--- src/rtl/wb_la_master_if.sv ---
`timescale 1ns/1ps
// Command/response and Wishbone master signal bundle for wb_la_master.
// The master modport is the DUT view; slave is the driver/bus-side view.
interface wb_la_master_if #(
    parameter int AW = 32,
    parameter int DW = 32
);
    logic              cmd_valid_i;
    logic              cmd_ready_o;
    logic              cmd_we_i;
    logic [AW-1:0]     cmd_adr_i;
    logic [DW-1:0]     cmd_dat_i;
    logic [DW/8-1:0]   cmd_sel_i;

    logic              rsp_valid_o;
    logic [DW-1:0]     rsp_dat_o;
    logic              rsp_err_o;

    logic              wbm_cyc_o;
    logic              wbm_stb_o;
    logic              wbm_we_o;
    logic [AW-1:0]     wbm_adr_o;
    logic [DW-1:0]     wbm_dat_o;
    logic [DW/8-1:0]   wbm_sel_o;
    logic [DW-1:0]     wbm_dat_i;
    logic              wbm_ack_i;

    modport master (
        input  cmd_valid_i, cmd_we_i, cmd_adr_i, cmd_dat_i, cmd_sel_i,
        input  wbm_dat_i, wbm_ack_i,
        output cmd_ready_o, rsp_valid_o, rsp_dat_o, rsp_err_o,
        output wbm_cyc_o, wbm_stb_o, wbm_we_o, wbm_adr_o, wbm_dat_o, wbm_sel_o
    );

    modport slave (
        output cmd_valid_i, cmd_we_i, cmd_adr_i, cmd_dat_i, cmd_sel_i,
        output wbm_dat_i, wbm_ack_i,
        input  cmd_ready_o, rsp_valid_o, rsp_dat_o, rsp_err_o,
        input  wbm_cyc_o, wbm_stb_o, wbm_we_o, wbm_adr_o, wbm_dat_o, wbm_sel_o
    );
endinterface

--- src/rtl/wb_la_master.sv ---
`timescale 1ns/1ps
// Wishbone classic single-transfer master behind a command/response port.
// Define WBM_TIMEOUT_EN to abort a transfer after TO_CYCLES cycles without ack.
module wb_la_master #(
    parameter int AW        = 32,
    parameter int DW        = 32,
    parameter int TO_CYCLES = 255
) (
    input  logic           wb_clk_i,
    input  logic           wb_rst_i,
    wb_la_master_if.master bus
);
    localparam int SW = DW / 8;

    if (TO_CYCLES < 1 || TO_CYCLES > 65535) begin : g_bad_to
        $error("wb_la_master: TO_CYCLES must be in 1..65535");
    end

    typedef enum logic [1:0] {S_IDLE, S_BUS, S_RESP} state_t;

    state_t          r_state,     w_state;
    logic            r_ready,     w_ready;
    logic            r_cyc,       w_cyc;
    logic            r_we,        w_we;
    logic [AW-1:0]   r_adr,       w_adr;
    logic [DW-1:0]   r_dat,       w_dat;
    logic [SW-1:0]   r_sel,       w_sel;
    logic            r_rsp_valid, w_rsp_valid;
    logic [DW-1:0]   r_rsp_dat,   w_rsp_dat;

`ifdef WBM_TIMEOUT_EN
    localparam logic [15:0] LIMIT = 16'(TO_CYCLES - 1);
    logic [15:0]     r_cnt,       w_cnt;
    logic            r_rsp_err,   w_rsp_err;
`endif

    always_ff @(posedge wb_clk_i) begin
        if (wb_rst_i) begin
            r_state     <= S_IDLE;
            r_ready     <= 1'b1;
            r_cyc       <= 1'b0;
            r_we        <= 1'b0;
            r_adr       <= '0;
            r_dat       <= '0;
            r_sel       <= '0;
            r_rsp_valid <= 1'b0;
            r_rsp_dat   <= '0;
`ifdef WBM_TIMEOUT_EN
            r_cnt       <= '0;
            r_rsp_err   <= 1'b0;
`endif
        end else begin
            r_state     <= w_state;
            r_ready     <= w_ready;
            r_cyc       <= w_cyc;
            r_we        <= w_we;
            r_adr       <= w_adr;
            r_dat       <= w_dat;
            r_sel       <= w_sel;
            r_rsp_valid <= w_rsp_valid;
            r_rsp_dat   <= w_rsp_dat;
`ifdef WBM_TIMEOUT_EN
            r_cnt       <= w_cnt;
            r_rsp_err   <= w_rsp_err;
`endif
        end
    end

    // Every output is a flop; this process computes their next values.
    always_comb begin
        w_state     = r_state;
        w_cyc       = r_cyc;
        w_we        = r_we;
        w_adr       = r_adr;
        w_dat       = r_dat;
        w_sel       = r_sel;
        w_rsp_valid = 1'b0;
        w_rsp_dat   = r_rsp_dat;
`ifdef WBM_TIMEOUT_EN
        w_cnt       = r_cnt;
        w_rsp_err   = r_rsp_err;
`endif
        unique case (r_state)
            S_IDLE: begin
                if (bus.cmd_valid_i) begin
                    w_cyc   = 1'b1;
                    w_we    = bus.cmd_we_i;
                    w_adr   = bus.cmd_adr_i;
                    w_dat   = bus.cmd_dat_i;
                    w_sel   = bus.cmd_sel_i;
`ifdef WBM_TIMEOUT_EN
                    w_cnt   = '0;
`endif
                    w_state = S_BUS;
                end
            end
            S_BUS: begin
                // Ack is tested first so it beats a timeout on the same edge.
                if (bus.wbm_ack_i) begin
                    w_cyc       = 1'b0;
                    w_we        = 1'b0;
                    w_rsp_valid = 1'b1;
                    w_rsp_dat   = r_we ? '0 : bus.wbm_dat_i;
`ifdef WBM_TIMEOUT_EN
                    w_rsp_err   = 1'b0;
`endif
                    w_state     = S_RESP;
                end
`ifdef WBM_TIMEOUT_EN
                else if (r_cnt == LIMIT) begin
                    w_cyc       = 1'b0;
                    w_we        = 1'b0;
                    w_rsp_valid = 1'b1;
                    w_rsp_dat   = '0;
                    w_rsp_err   = 1'b1;
                    w_state     = S_RESP;
                end else begin
                    w_cnt = r_cnt + 16'd1;
                end
`endif
            end
            S_RESP:  w_state = S_IDLE;
            default: w_state = S_IDLE;
        endcase
        w_ready = (w_state == S_IDLE);
    end

    assign bus.cmd_ready_o = r_ready;
    assign bus.rsp_valid_o = r_rsp_valid;
    assign bus.rsp_dat_o   = r_rsp_dat;
    assign bus.wbm_cyc_o   = r_cyc;
    assign bus.wbm_stb_o   = r_cyc;
    assign bus.wbm_we_o    = r_we;
    assign bus.wbm_adr_o   = r_adr;
    assign bus.wbm_dat_o   = r_dat;
    assign bus.wbm_sel_o   = r_sel;
`ifdef WBM_TIMEOUT_EN
    assign bus.rsp_err_o   = r_rsp_err;
`else
    assign bus.rsp_err_o   = 1'b0;
`endif
endmodule
--- src/flat_wrapper.sv ---
// flat-port wrapper written by rule: the top's interface ports become plain ports
module wb_la_master_flat 
#(
    parameter int AW        = 32,
    parameter int DW        = 32,
    parameter int TO_CYCLES = 255
)
  (wb_clk_i, wb_rst_i, bus_cmd_valid_i, bus_cmd_we_i, bus_cmd_adr_i, bus_cmd_dat_i, bus_cmd_sel_i, bus_wbm_dat_i, bus_wbm_ack_i, bus_cmd_ready_o, bus_rsp_valid_o, bus_rsp_dat_o, bus_rsp_err_o, bus_wbm_cyc_o, bus_wbm_stb_o, bus_wbm_we_o, bus_wbm_adr_o, bus_wbm_dat_o, bus_wbm_sel_o);
  wb_la_master_if #(.AW(AW), .DW(DW)) bus_i ();
  input  logic wb_clk_i;
  input  logic wb_rst_i;
  input wire logic [$bits(bus_i.cmd_valid_i)-1:0] bus_cmd_valid_i;
  input wire logic [$bits(bus_i.cmd_we_i)-1:0] bus_cmd_we_i;
  input wire logic [$bits(bus_i.cmd_adr_i)-1:0] bus_cmd_adr_i;
  input wire logic [$bits(bus_i.cmd_dat_i)-1:0] bus_cmd_dat_i;
  input wire logic [$bits(bus_i.cmd_sel_i)-1:0] bus_cmd_sel_i;
  input wire logic [$bits(bus_i.wbm_dat_i)-1:0] bus_wbm_dat_i;
  input wire logic [$bits(bus_i.wbm_ack_i)-1:0] bus_wbm_ack_i;
  output wire logic [$bits(bus_i.cmd_ready_o)-1:0] bus_cmd_ready_o;
  output wire logic [$bits(bus_i.rsp_valid_o)-1:0] bus_rsp_valid_o;
  output wire logic [$bits(bus_i.rsp_dat_o)-1:0] bus_rsp_dat_o;
  output wire logic [$bits(bus_i.rsp_err_o)-1:0] bus_rsp_err_o;
  output wire logic [$bits(bus_i.wbm_cyc_o)-1:0] bus_wbm_cyc_o;
  output wire logic [$bits(bus_i.wbm_stb_o)-1:0] bus_wbm_stb_o;
  output wire logic [$bits(bus_i.wbm_we_o)-1:0] bus_wbm_we_o;
  output wire logic [$bits(bus_i.wbm_adr_o)-1:0] bus_wbm_adr_o;
  output wire logic [$bits(bus_i.wbm_dat_o)-1:0] bus_wbm_dat_o;
  output wire logic [$bits(bus_i.wbm_sel_o)-1:0] bus_wbm_sel_o;
  assign bus_i.cmd_valid_i = bus_cmd_valid_i;
  assign bus_i.cmd_we_i = bus_cmd_we_i;
  assign bus_i.cmd_adr_i = bus_cmd_adr_i;
  assign bus_i.cmd_dat_i = bus_cmd_dat_i;
  assign bus_i.cmd_sel_i = bus_cmd_sel_i;
  assign bus_i.wbm_dat_i = bus_wbm_dat_i;
  assign bus_i.wbm_ack_i = bus_wbm_ack_i;
  assign bus_cmd_ready_o = bus_i.cmd_ready_o;
  assign bus_rsp_valid_o = bus_i.rsp_valid_o;
  assign bus_rsp_dat_o = bus_i.rsp_dat_o;
  assign bus_rsp_err_o = bus_i.rsp_err_o;
  assign bus_wbm_cyc_o = bus_i.wbm_cyc_o;
  assign bus_wbm_stb_o = bus_i.wbm_stb_o;
  assign bus_wbm_we_o = bus_i.wbm_we_o;
  assign bus_wbm_adr_o = bus_i.wbm_adr_o;
  assign bus_wbm_dat_o = bus_i.wbm_dat_o;
  assign bus_wbm_sel_o = bus_i.wbm_sel_o;
  wb_la_master #(.AW(AW), .DW(DW), .TO_CYCLES(TO_CYCLES)) u_core (.wb_clk_i(wb_clk_i), .wb_rst_i(wb_rst_i), .bus(bus_i));
endmodule
--- config.mk ---
export PLATFORM = sky130hd
export DESIGN_NAME = wb_la_master_flat
export DESIGN_NICKNAME = d
export VERILOG_FILES = /design/src/rtl/wb_la_master_if.sv /design/src/rtl/wb_la_master.sv /design/src/flat_wrapper.sv
export SDC_FILE = /design/constraint.sdc
export NUM_CORES = 1
export LEC_CHECK = 0
export ABC_AREA = 1
export CORE_UTILIZATION = 40
export CTS_BUF_LIST = sky130_fd_sc_hd__clkbuf_8
export CTS_CLUSTER_SIZE = 24
export DETAILED_ROUTE_END_ITERATION = 6
export PLACE_DENSITY_LB_ADDON = 0.25
export SYNTH_ARGS = -nofsm -noshare
export SYNTH_HDL_FRONTEND = slang
export SYNTH_SLANG_ARGS = --single-unit
export TNS_END_PERCENT = 5
--- constraint.sdc ---
create_clock -name wb_clk_i -period 1.72 [get_ports wb_clk_i]
set_clock_uncertainty 0.2 [all_clocks]
set_input_delay 0.344 -clock wb_clk_i [delete_from_list [all_inputs] [get_ports wb_clk_i]]
set_output_delay 0.344 -clock wb_clk_i [all_outputs]
set_load 0.1 [all_outputs]
* Word-level counts from Yosys, hierarchy flattened
Cells that the tools add are included.
** Cells by class
- Equality and inequality tests :: 3
- Mux-type cells :: 10
- Bitwise gates (word level) :: 1
- Reductions and logical operators :: 7
** Operators by type and width (count)
- $mux 32 :: 1
- $logic_not 2->1 :: 2
- $mux 1 :: 4
- $mux 2 :: 2
- $ne 2x2->1 const B :: 2
- $pmux 1 s2 :: 2
- $pmux 2 s2 :: 1
- $reduce_and 2->1 :: 2
- $reduce_and 3->1 :: 1
- $eq 2x1->1 const B :: 1
- $reduce_bool 2->1 :: 1
- $reduce_or 2->1 :: 1
- $not 1->1 :: 1
** Word-level totals
- Register bits :: 106
- Input bits :: 105
- Output and inout bits :: 106
- Word-level logic and storage cells :: 30

* Depth between registers and ports, before layout
Gate-level depths: netlist (run 1).
- Word-level depth :: 3
- Gate-level depth with buffers :: 7
- Mapped depth without buffers :: 5

* Least setup slack after synthesis (run 1)
Ideal clock, no wire load.
- Kind :: reg2reg
- Start :: register u_core.r_we (netlist: u_core.bus.wbm_we_o)
- End :: register u_core.r_rsp_dat[10] (netlist: u_core.bus.rsp_dat_o[10])
- Setup time :: 0.116 ns
- Data arrival time :: 1.635 ns
- Required time :: 1.404 ns
- Setup slack :: -0.231 ns
- Cell stages (with the launch flop) :: 6
- Path buffers :: 2
- Period minus slack after synthesis :: 1.951 ns
- Cell sequence :: dfxtp_1 > clkbuf_1 > clkbuf_1 > nor2_1 > nand2_1 > nand2_1
** Between the ends
- Cells in the longest elaborated chain, start to end :: 1
** RTL lines
- start, declared :: line wb_la_master.sv:24 : logic r_we, w_we;
- start signal, assigned :: line wb_la_master.sv:56 : r_we <= w_we;
- $mux 32 :: line wb_la_master.sv:103 : w_rsp_dat = r_we ? '0 : bus.wbm_dat_i;
- end signal, assigned :: line wb_la_master.sv:61 : r_rsp_dat <= w_rsp_dat;
- end, declared :: line wb_la_master.sv:29 : logic [DW-1:0] r_rsp_dat, w_rsp_dat;
No other way between the ends.
A chain may end at the register's enable or synchronous reset.

* Final worst setup path (run 1)
- Start :: register u_core.r_we (netlist: u_core.bus.wbm_we_o)
- End :: output bus_wbm_we_o
** RTL lines
- end, declared :: line flat_wrapper.sv:25 : output wire logic [$bits(bus_i.wbm_we_o)-1:0] bus_wbm_we_o;
No word-level cell between the ends.

==> impl_metrics.py, run 1 <==
metrics = {
    "setup_path": {
        "path_buf_inv": 1,
        "crit_fanout": 12,
        "cp.arrival_ns": 1.06,
        "crit_path_cell_trace": "buf_12",
        "worst_path_largest_cell_delay_ns": 0.50,
        "r2r_end": "u_core.bus.wbm_dat_o[0]$_SDFFE_PP0P_",
        "reg2regPathDepth": 6,
        "criticalPathCategory": "register to output port",
        "r2r_setup_slack_ns": 0.29,
        "path_delay_family": "flip-flops",
        "crit_start": "u_core.bus.wbm_we_o$_SDFFE_PP0P_",
        "required_ns": 1.18,
        "cp-end-kind": "output port",
        "r2r-start": "u_core.r_state[0]$_SDFF_PP0_",
        "slowest_stage": "dfxtp_2",
        "cp-start-kind": "register",
    },
    "yosys": {
        "synth_seq_area_share": 0.543,
        "ys.warnings.count": 0,
        "synth_area_per_cell_um2": 7.37,
        "syn-num-nets": 635,
        "ys_ff_latch": 106,
        "syn_area_um2": 3910,
        "yosysUniqueCellTypes": 17,
        "synthCells": 530,
    },
    "clock_tree": {
        "root_buffer": "clkbuf_8",
        "cts_tree": "yes",
        "cts_resized": 0,
        "cts_buffers": 9,
        "hold_buffers": 0,
        "post_cts.repair.setup_buffers": 0,
        "clock_latency_ns": 0.34,
        "clk_pin_slew_ns": 0.09,
        "cts_max_level": 3,
        "cts_sinks": 106,
        "clock_path_buffers": 2,
    },
    "detailed_routing": {
        "via_per_inst": 4.71,
        "drtIter0Drc": 136,
        "drc": 0,
        "drt-total-wl_um": 11900,
        "antenna_left": 0,
        "firstDrtPassIters": 4,
        "routedWlPerCell_um": 13.9,
        "via_count": 4043,
    },
    "final_layout": {
        "nets": 831,
        "final_cell_area_um2": 7420,
        "antenna_cells": 0,
        "multiInputGateArea_um2": 1460,
        "nFillCells": 632,
        "syn_to_final_growth_pct": 89.9,
        "drive_gt1_frac": 0.190,
        "ff_latch_area_um2": 2120,
        "final_util": 0.792,
    },
    "placement": {
        "place_congestion": 0.760,
        "portBuffers": 209,
        "dp_hpwl_um": 9060,
        "place_area_um2": 7200,
    },
    "worst_hold_path": {
        "hold_class": "register to register",
        "min_to": "u_core.bus.rsp_dat_o[24]$_SDFFE_PP0P_",
        "min_path_cells": 2,
        "min_from": "u_core.bus.rsp_dat_o[24]$_SDFFE_PP0P_",
    },
    "sta": {
        "rsz0062_at_grt": "false",
        "fin_crit_ns": 1.61,
        "setup_viol": 0,
        "final_max_slew_viol_count": 0,
        "timing.fmax_ghz": 0.622,
        "fin_tns_setup_ns": 0,
        "whs_ns": 0.309,
        "hold_violations": 0,
        "period_share": 0.934,
    },
    "floorplanning": {
        "pin_count": 211,
        "dieWidth_um": 101,
        "fp.dieArea_um2": 10200,
        "fp.coreArea_um2": 9370,
        "core.rowCount": 35,
        "die_y_um": 101,
        "start_util": 0.417,
    },
    "grt": {
        "grtUsageTotal": 0.235,
        "grt-ovfl-total": 0,
        "grt_start_max_net_pins": 51,
        "grt_antenna_before_repair": 0,
        "grt_pass1_vias": 3966,
        "grt_pass1_wl_um": 18700,
    },
    "power_and_ir_drop": {
        "p_leak_nw": 3.28,
        "power.density_nw_per_um2": 973,
        "irDropWorstVdd_v": 0.000613,
    },
    "flow_run": {
        "max-cap-violations": 0,
    },
    "status": {
        "status": "finished, final reports clean",
    },
}
[Yosys cell counts]
library cell    n  area (µm²)
buf_4           5        37.5
nor2_1        170         638
nand3_2         1        10.0
dfxtp_1       106        2120
clkbuf_1       22        82.6
a21oi_1         2        10.0
nand2_1        69         259
buf_6           2        22.5
nand2_4         1        11.3
o21ai_0        69         345
nand3_1        33         165
conb_1          1        3.75
inv_2           1        3.75
nor2_2          2        12.5
nor2b_1         1        6.26
inv_1          37         139
buf_2           8        40.0
[cell families after synthesis]
| logic type | count (synthesis) | synth area share |
|---|---|---|
| AND/OR/NAND/NOR | 277 | 0.282 |
| flip-flops | 106 | 0.543 |
| buffers and inverters | 75 | 0.0832 |
| AO/OA/AOI/OAI | 71 | 0.0909 |
| other | 1 | 0.000959 |
[metrics by stage]
stage / instances / setup WS, ns / power, mW
after floorplan: 530 / -0.198 / 4.44
after CTS: 859 / 0.104 / 7.28
after detailed placement: 844 / -0.0754 / 5.63
final: 859 / 0.113 / 7.22
after global placement: 844 / -0.0187 / 5.58
after global routing: 859 / 0.0587 / 7.48
[worst max-delay path by stage]
stage / cells past startpoint / to
6_report: 1 / bus_wbm_we_o
3_3_place_gp: 5 / u_core.bus.wbm_dat_o[31]$_SDFFE_PP0P_
3_5_place_dp: 5 / u_core.bus.wbm_dat_o[30]$_SDFFE_PP0P_
5_1_grt: 1 / bus_wbm_we_o
4_1_cts: 1 / bus_wbm_we_o
2_1_floorplan: 1 / bus_wbm_stb_o
[state kept, by name, summed over array words and instances, names as in the netlist, 2 cells and up]
| register | flops |
|---|---|
| u_core.bus.rsp_dat_o | 32 |
| u_core.bus.wbm_adr_o | 32 |
| u_core.bus.wbm_dat_o | 32 |
| u_core.bus.wbm_sel_o | 4 |
| u_core.r_state | 2 |
[cell type report]
cell class,instances,share of cell area
Timing Repair Buffer,222,0.447
Sequential cell,106,0.286
Multi-Input combinational cell,349,0.197
Tap cell,129,0.0217
Inverter,38,0.0192
Clock buffer,10,0.0185
Clock inverter,5,0.0108
[layout by cell type (no fill, tap or decap)]
cell,n
o21ai_0,69
nand2_4,1
nand3_1,33
buf_4,7
inv_2,2
clkbuf_8,10
clkinvlp_4,1
a21oi_1,2
clkinv_4,1
nor2_2,2
nand2_1,69
nor2b_1,1
dfxtp_1,105
inv_1,37
buf_12,111
nor2_1,170
clkdlybuf4s50_1,104
bufinv_16,2
conb_1,1
nand3_2,1
dfxtp_2,1
[worst min-delay path: stages, from the launching register on]
cell and delay (ns):
dfxtp_1 0.34, nand3_1 0.08, nand2_1 0.05
[report_power, final]
group | total, mW | switching (mW) | leakage, nW | internal (mW)
sequential | 2.83 | 0.193 | 0.873 | 2.63
clock | 1.66 | 0.804 | 0.110 | 0.851
combinational | 2.74 | 1.71 | 2.30 | 1.03
[metal layers]
metal | vias to the layer above | routed length [µm] | GRT usage
li1 | 2021 | - | -
met1 | 1852 | 4560 | 0.255
met2 | 145 | 6260 | 0.435
met3 | 25 | 697 | 0.0513
met4 | 0 | 378 | 0.109
met5 | - | 0 | 0
(Power assumes the default switching activity.)
==> inputs of run 2 (changes only) <==
GPL_ROUTABILITY_DRIVEN = 0   (was default)
==> results of run 2 <==
The final DEF is identical to that of run 1; final timing and power are the same.
